===== config.mk =====
export PLATFORM = sky130hd
export DESIGN_NAME = click_classifier
export DESIGN_NICKNAME = d
export VERILOG_FILES = /design/src/rtl/click_classifier.sv
export SDC_FILE = /design/constraint.sdc
export NUM_CORES = 1
export LEC_CHECK = 0
export ABC_CLOCK_PERIOD_IN_PS = 2100
export CORE_MARGIN = 3
export CORE_UTILIZATION = 54
export CTS_CLUSTER_SIZE = 8
export DETAILED_ROUTE_END_ITERATION = 16
export PLACE_DENSITY_LB_ADDON = 0.2
export SYNTH_ARGS = -nofsm -noshare
export SYNTH_HDL_FRONTEND = slang
export SYNTH_SLANG_ARGS = --single-unit

===== constraint.sdc =====
create_clock -name sclock -period 2.1 [get_ports sclock]
set_clock_uncertainty 0.1 [all_clocks]
set_input_delay 0.42 -clock sclock [delete_from_list [all_inputs] [get_ports sclock]]
set_output_delay 0.42 -clock sclock [all_outputs]
set_load 0.01 [all_outputs]

===== src/rtl/click_classifier.sv =====
// Groups debounced press pulses into bursts and emits one registered
// single/double/triple classification pulse per burst.
module click_classifier #(
   parameter int WINDOW = 50,
   parameter int TMR_W  = 16
) (
   input  logic       sclock,
   input  logic       reset,
   input  logic       press,
   output logic       single_click,
   output logic       double_click,
   output logic       triple_click,
   output logic [1:0] click_count,
   output logic       busy
);

   typedef enum logic {IDLE, WAIT} state_t;

   localparam logic [TMR_W-1:0] TMR_LAST = TMR_W'(WINDOW - 1);

   state_t           state, state_n;
   logic [1:0]       cnt, cnt_n;
   logic [TMR_W-1:0] tmr, tmr_n;
   logic             sgl_n, dbl_n, tpl_n;
   logic [1:0]       cc_n;

   always_ff @(posedge sclock) begin
      if (reset) begin
         state        <= IDLE;
         cnt          <= '0;
         tmr          <= '0;
         single_click <= 1'b0;
         double_click <= 1'b0;
         triple_click <= 1'b0;
         click_count  <= '0;
      end else begin
         state        <= state_n;
         cnt          <= cnt_n;
         tmr          <= tmr_n;
         single_click <= sgl_n;
         double_click <= dbl_n;
         triple_click <= tpl_n;
         click_count  <= cc_n;
      end
   end

   always_comb begin
      state_n = state;
      cnt_n   = cnt;
      tmr_n   = tmr;
      sgl_n   = 1'b0;
      dbl_n   = 1'b0;
      tpl_n   = 1'b0;
      cc_n    = click_count;
      case (state)
         IDLE: begin
            tmr_n = '0;
            if (press) begin
               cnt_n   = 2'd1;
               state_n = WAIT;
            end
         end
         WAIT: begin
            // A press on the last window cycle still extends the burst.
            if (press) begin
               cnt_n = cnt + 2'd1;
               tmr_n = '0;
               if (cnt == 2'd2) begin
                  tpl_n   = 1'b1;
                  cc_n    = 2'd3;
                  cnt_n   = '0;
                  state_n = IDLE;
               end
            end else if (tmr == TMR_LAST) begin
               sgl_n   = (cnt == 2'd1);
               dbl_n   = (cnt == 2'd2);
               cc_n    = cnt;
               cnt_n   = '0;
               tmr_n   = '0;
               state_n = IDLE;
            end else begin
               tmr_n = tmr + TMR_W'(1);
            end
         end
         default: state_n = IDLE;
      endcase
   end

   // State is a flop, so busy is registered and already low in the pulse cycle.
   assign busy = (state == WAIT);

endmodule


Word level (Yosys, flattened, before mapping). Index checks and enable logic that the tools add are counted.

Muxes and demuxes: 17. Shifts and indexed selects: 0. $add $sub $neg: 2. Multipliers: 0. Div/mod/pow operators: 0. Reduce and logical (&&, ||, !) cells: 5. Bitwise gates (word level): 3. Order comparisons: 0. Equality and inequality tests: 6.

Operators by type and width (number): $mux 16 (2); $pmux 16 s2 (1); $add 16x1->16 const B (1); $eq 16x6->1 const B (1); $mux 2 (7); $mux 1 (5); $pmux 2 s2 (1); $reduce_or 4->1 (1); $ne 3x2->1 const B (1); $not 1->1 (3); $reduce_and 3->1 (1); $reduce_or 3->1 (1); $add 2x1->2 const B (1); $eq 2x1->1 const B (1); $eq 2x2->1 const B (1); $ne 2x1->1 const B (1); $ne 2x2->1 const B (1); $pmux 1 s2 (1); $reduce_and 2->1 (1); $reduce_bool 2->1 (1).

Register bits: 24. Bits in read-only memories: 0. Logic and storage cells: 40. Bits of input ports: 3. Memories kept: 0. Bits in latches: 0. Bits in writable memories: 0.

Logic depth before layout (Yosys ltp).
Word-level depth: 4. Depth in mapped cells: 9. Gate-level depth less buffers: 6.

Worst setup path after synthesis. OpenSTA, ideal clock, no wires.

Path kind: register to register. Start: reg tmr[1]. End: reg tmr[4]. Arrival: 1.710 ns. Path buffers: 3. Setup time: 0.064 ns. Setup slack: 0.226 ns. Stages on the path, launching flop included: 10. Period minus slack after synthesis: 1.874 ns. Path through: dfxtp_1 > inv_1 > ha_1 > nor4b_1 > and4_1 > buf_2 > or3_1 > buf_2 > buf_6 > nor2_1.

Longest elaborated chain between the ends: 4.

RTL lines: start: declaration (line 23) `logic [TMR_W-1:0] tmr, tmr_n;`; start signal: assignment (line 39) `tmr <= tmr_n;`; $add 16x1->16 or $eq 16x6->1 (tied branches) (line 82, 74); $mux 16 (*) (line 74) `end else if (tmr == TMR_LAST) begin`; $mux 16 (*) (line 65) `if (press) begin`; $pmux 16 s2 (*) (line 55) `case (state)`.

Every way passes the cells marked *; elsewhere a longest branch is shown, timed or not. A chain may end at the register's enable or synchronous reset.

Worst setup path after layout.
Start: reg state (netlist: busy). End: out busy.

RTL lines: start: declaration (line 21) `state_t state, state_n;`; start signal: assignment (line 37) `state <= state_n;`; end: declaration (line 14) `output logic busy`.

No word-level cell between the ends.

==> impl_metrics.xml <==
<?xml version="1.0" encoding="UTF-8"?>
<metrics>
  <group name="critical_path">
    <metric name="setup.worst_path.end_class" unit="">output pin</metric>
    <metric name="r2r_start" unit="">tmr[1]</metric>
    <metric name="crit_chain" unit="">clkdlybuf4s50_1</metric>
    <metric name="critical_path_required" unit="ps">1580</metric>
    <metric name="max_stage_delay" unit="ps">580</metric>
    <metric name="worst_setup_path_start_kind" unit="">register</metric>
    <metric name="critical_path.max_fanout" unit="">8</metric>
    <metric name="cpMaxStageDelayCell" unit="">sky130_fd_sc_hd__clkdlybuf4s50_1</metric>
    <metric name="cp-startpoint" unit="">busy</metric>
    <metric name="critPathKind" unit="">reg2out</metric>
    <metric name="worstPathArrival" unit="ps">1350</metric>
    <metric name="timing.critical_path.buf_inv" unit="">1</metric>
    <metric name="critical-path-top-delay-family" unit="">buffers and inverters</metric>
  </group>
  <group name="layout">
    <metric name="multiInputGateArea" unit="sq um">503.0</metric>
    <metric name="area.sequential" unit="sq um">480.5</metric>
    <metric name="mostFrequentLayoutCells" unit="">sky130_fd_sc_hd__dfxtp_1, sky130_fd_sc_hd__nor2_1, sky130_fd_sc_hd__xnor2_1, sky130_fd_sc_hd__clkdlybuf4s50_1, sky130_fd_sc_hd__nor3_1</metric>
    <metric name="finish.instance_area" unit="sq um">1187</metric>
    <metric name="final.fill_count" unit="">157</metric>
    <metric name="diodes" unit="">0</metric>
    <metric name="areaGrowthSynthToFinish" unit="%">15.59</metric>
    <metric name="layout.nets" unit="">133</metric>
    <metric name="most_common_cell_after_layout_fill_and_taps_aside" unit="">sky130_fd_sc_hd__dfxtp_1</metric>
    <metric name="finish.utilization" unit="%">67.31</metric>
    <metric name="final_layout_size_suffix_gt1_share" unit="%">7.087</metric>
  </group>
  <group name="synth">
    <metric name="synth_compound_gate_area_share" unit="%">6.090</metric>
    <metric name="postSynthNetCount" unit="">119</metric>
    <metric name="yosysWarningCount" unit="">0</metric>
    <metric name="synth_xor_xnor_area_share" unit="%">11.94</metric>
    <metric name="synth_adder_area_share" unit="%">2.436</metric>
    <metric name="yosys.cell_types.count" unit="">27</metric>
    <metric name="synth_top_area_share" unit="%">46.77</metric>
    <metric name="synthSimpleGateAreaFrac" unit="%">28.50</metric>
    <metric name="syn_area" unit="sq um">1027</metric>
    <metric name="number_of_instances_in_the_synthesized_netlist" unit="">114</metric>
    <metric name="synth.area.mux_share" unit="%">0</metric>
    <metric name="synth_largest_area_cell" unit="">sky130_fd_sc_hd__dfxtp_1</metric>
    <metric name="ys_top_cells_by_area" unit="">sky130_fd_sc_hd__dfxtp_1, sky130_fd_sc_hd__xnor2_1, sky130_fd_sc_hd__nor2_1</metric>
    <metric name="synthesis.area_per_instance" unit="sq um">9.011</metric>
    <metric name="main_combinational_cell_family_by_area_after_synthesis" unit="">simple AND/OR/NAND/NOR gates</metric>
    <metric name="post_synthesis_sequential_area_ratio" unit="%">46.77</metric>
    <metric name="synth.ff_latch_count" unit="">24</metric>
  </group>
  <group name="cts">
    <metric name="tritoncts_clock_tree" unit="">done</metric>
    <metric name="cts_setup_buffers" unit="">0</metric>
    <metric name="clkLatencyLatePin" unit="ps">310</metric>
    <metric name="post_cts.resized_instances" unit="">0</metric>
    <metric name="cts_inserted_buffers" unit="">3</metric>
    <metric name="clock_net_sink_count" unit="">24</metric>
    <metric name="clk_pin_slew_worst_paths" unit="ps">120</metric>
    <metric name="clock_tree.htree_level_count" unit="">1</metric>
    <metric name="ctsRootBufferMaster" unit="">sky130_fd_sc_hd__clkbuf_4</metric>
    <metric name="post_cts_hold_buffer_count" unit="">0</metric>
    <metric name="clock_path_buffers" unit="">2</metric>
  </group>
  <group name="timing">
    <metric name="finalWorstPathRequiredPeriod" unit="ps">1874</metric>
    <metric name="timing_worst_slew_pin_value" unit="ps">391.1</metric>
    <metric name="worst_slew_margin_rel" unit="%">73.56</metric>
    <metric name="slew_violations" unit="">0</metric>
    <metric name="unrepaired_setup_endpoints_after_global_routing" unit="">false</metric>
    <metric name="timing.fmax" unit="GHz">0.5335</metric>
    <metric name="layout_worst_path_cycle_share" unit="%">89.25</metric>
    <metric name="aggregate_negative_setup_slack" unit="ps">0</metric>
    <metric name="timing_hold_violations_final" unit="">0</metric>
    <metric name="final-setup-viol-count" unit="">0</metric>
  </group>
  <group name="die">
    <metric name="die-area" unit="sq um">2462</metric>
    <metric name="die_w" unit="um">49.62</metric>
    <metric name="floorplan.io_pins" unit="">9</metric>
    <metric name="placeableCoreArea" unit="sq um">1764</metric>
    <metric name="placementRows" unit="">15</metric>
    <metric name="start_util" unit="%">58.23</metric>
    <metric name="die_y" unit="um">49.62</metric>
  </group>
  <group name="detailed_routing">
    <metric name="avgViaCountPerCell" unit="">5.487</metric>
    <metric name="wl_per_cell" unit="um">11.70</metric>
    <metric name="drtIter0Drc" unit="">17</metric>
    <metric name="detail-route-antenna-nets" unit="">0</metric>
    <metric name="drtPass1Iterations" unit="">4</metric>
    <metric name="route.final.wire_length" unit="um">1779</metric>
    <metric name="detail_route.drc_violations" unit="">0</metric>
    <metric name="vias" unit="">834</metric>
  </group>
  <group name="global_routing">
    <metric name="initial_antenna_violation_count" unit="">0</metric>
    <metric name="grt_max_degree" unit="">17</metric>
    <metric name="via_count_of_the_first_global_routing_pass" unit="">744</metric>
    <metric name="grt_remaining_overflow" unit="">0</metric>
    <metric name="grt_pass1_wl" unit="um">3222</metric>
    <metric name="grtUsageTotal" unit="%">16.84</metric>
  </group>
  <group name="power">
    <metric name="worst_ir_drop_vdd" unit="V">0.0005429</metric>
    <metric name="cellPowerDensity" unit="nW/um^2">614.6</metric>
    <metric name="cellLeakagePower" unit="uW">0.0003640</metric>
  </group>
  <group name="hold_path">
    <metric name="hp-class" unit="">reg2reg</metric>
    <metric name="hold_start" unit="">cnt[1]</metric>
  </group>
  <group name="placement">
    <metric name="routability_congestion" unit="">0.7548</metric>
    <metric name="detailed_place_hpwl" unit="um">1286</metric>
    <metric name="placement.io_buffers" unit="">8</metric>
    <metric name="place_area" unit="sq um">1151</metric>
  </group>
  <group name="run">
    <metric name="timing.max_cap.violations" unit="">0</metric>
  </group>
  <group name="run_status">
    <metric name="outcome" unit="">finished clean</metric>
  </group>
</metrics>
per-stage QoR:
stage	setup slack, ps	power, uW	std cells	hold slack [ps]
after floorplan	226.3	491.6	114	343.0
after global routing	48.52	760.6	152	425.3
after global placement	319.7	506.3	148	361.0
final	225.7	729.8	152	382.6
after detailed placement	278.5	507.1	148	359.9
after CTS	222.1	738.0	152	382.3
final timing paths:
kind | to | slack (ps) | depth (start not counted)
worst max-delay path | busy | 230 | 1
worst min-delay path | single_click | 380 | 1
worst max register to register | tmr[15] | 290 | 7
worst min register to register | single_click | 380 | 1
sequential cells by signal, summed over array words and instances (netlist names):
| signal | cells |
|---|---|
| tmr | 16 |
| click_count | 2 |
| cnt | 2 |
| busy | 1 |
| double_click | 1 |
| single_click | 1 |
| triple_click | 1 |
synthesized netlist by cell type (all sizes together):
| master | n |
|---|---|
| nand2 | 5 |
| dfxtp | 24 |
| nor4bb | 1 |
| inv | 5 |
| clkbuf | 1 |
| nand3 | 4 |
| xnor2 | 10 |
| a21oi | 2 |
| or3 | 1 |
| nor3 | 7 |
| nor4 | 6 |
| nand2b | 1 |
| o211ai | 1 |
| o21ai | 1 |
| nand4b | 1 |
| buf | 3 |
| a311oi | 1 |
| a211oi | 3 |
| nor4b | 2 |
| a211o | 1 |
| nand4 | 6 |
| nor2b | 1 |
| and4 | 2 |
| ha | 2 |
| nor2 | 19 |
| xor2 | 4 |
where the power goes:
group	switching (uW)	internal (uW)	total [uW]
clock network	127	106	233
registers	5.98	460	466
logic	15.4	16.0	31.4
metal layers:
layer | GRT usage (%) | share of wire [%] | up-vias
li1 | - | - | 431
met1 | 20.75 | 48 | 382
met2 | 26.87 | 46 | 17
met3 | 3.927 | 3.9 | 4
met4 | 9.217 | 2.4 | 0
met5 | 0 | 0 | -
cell families after synthesis:
logic type / after synthesis
AOI/OAI and AO/OA: 9
xor gates and xnor gates: 14
adders and majority gates: 2
buffers and inverters: 9
DFF: 24
and+or+nand+nor: 56
layout make-up:
| type | instances | area share (%) |
|---|---|---|
| Sequential cell | 24 | 40.46 |
| Multi-Input combinational cell | 81 | 42.36 |
| Tap cell | 25 | 2.634 |
| Clock buffer | 4 | 3.056 |
| Inverter | 5 | 1.581 |
| Timing Repair Buffer | 13 | 9.905 |
(Power assumes the default switching activity.)
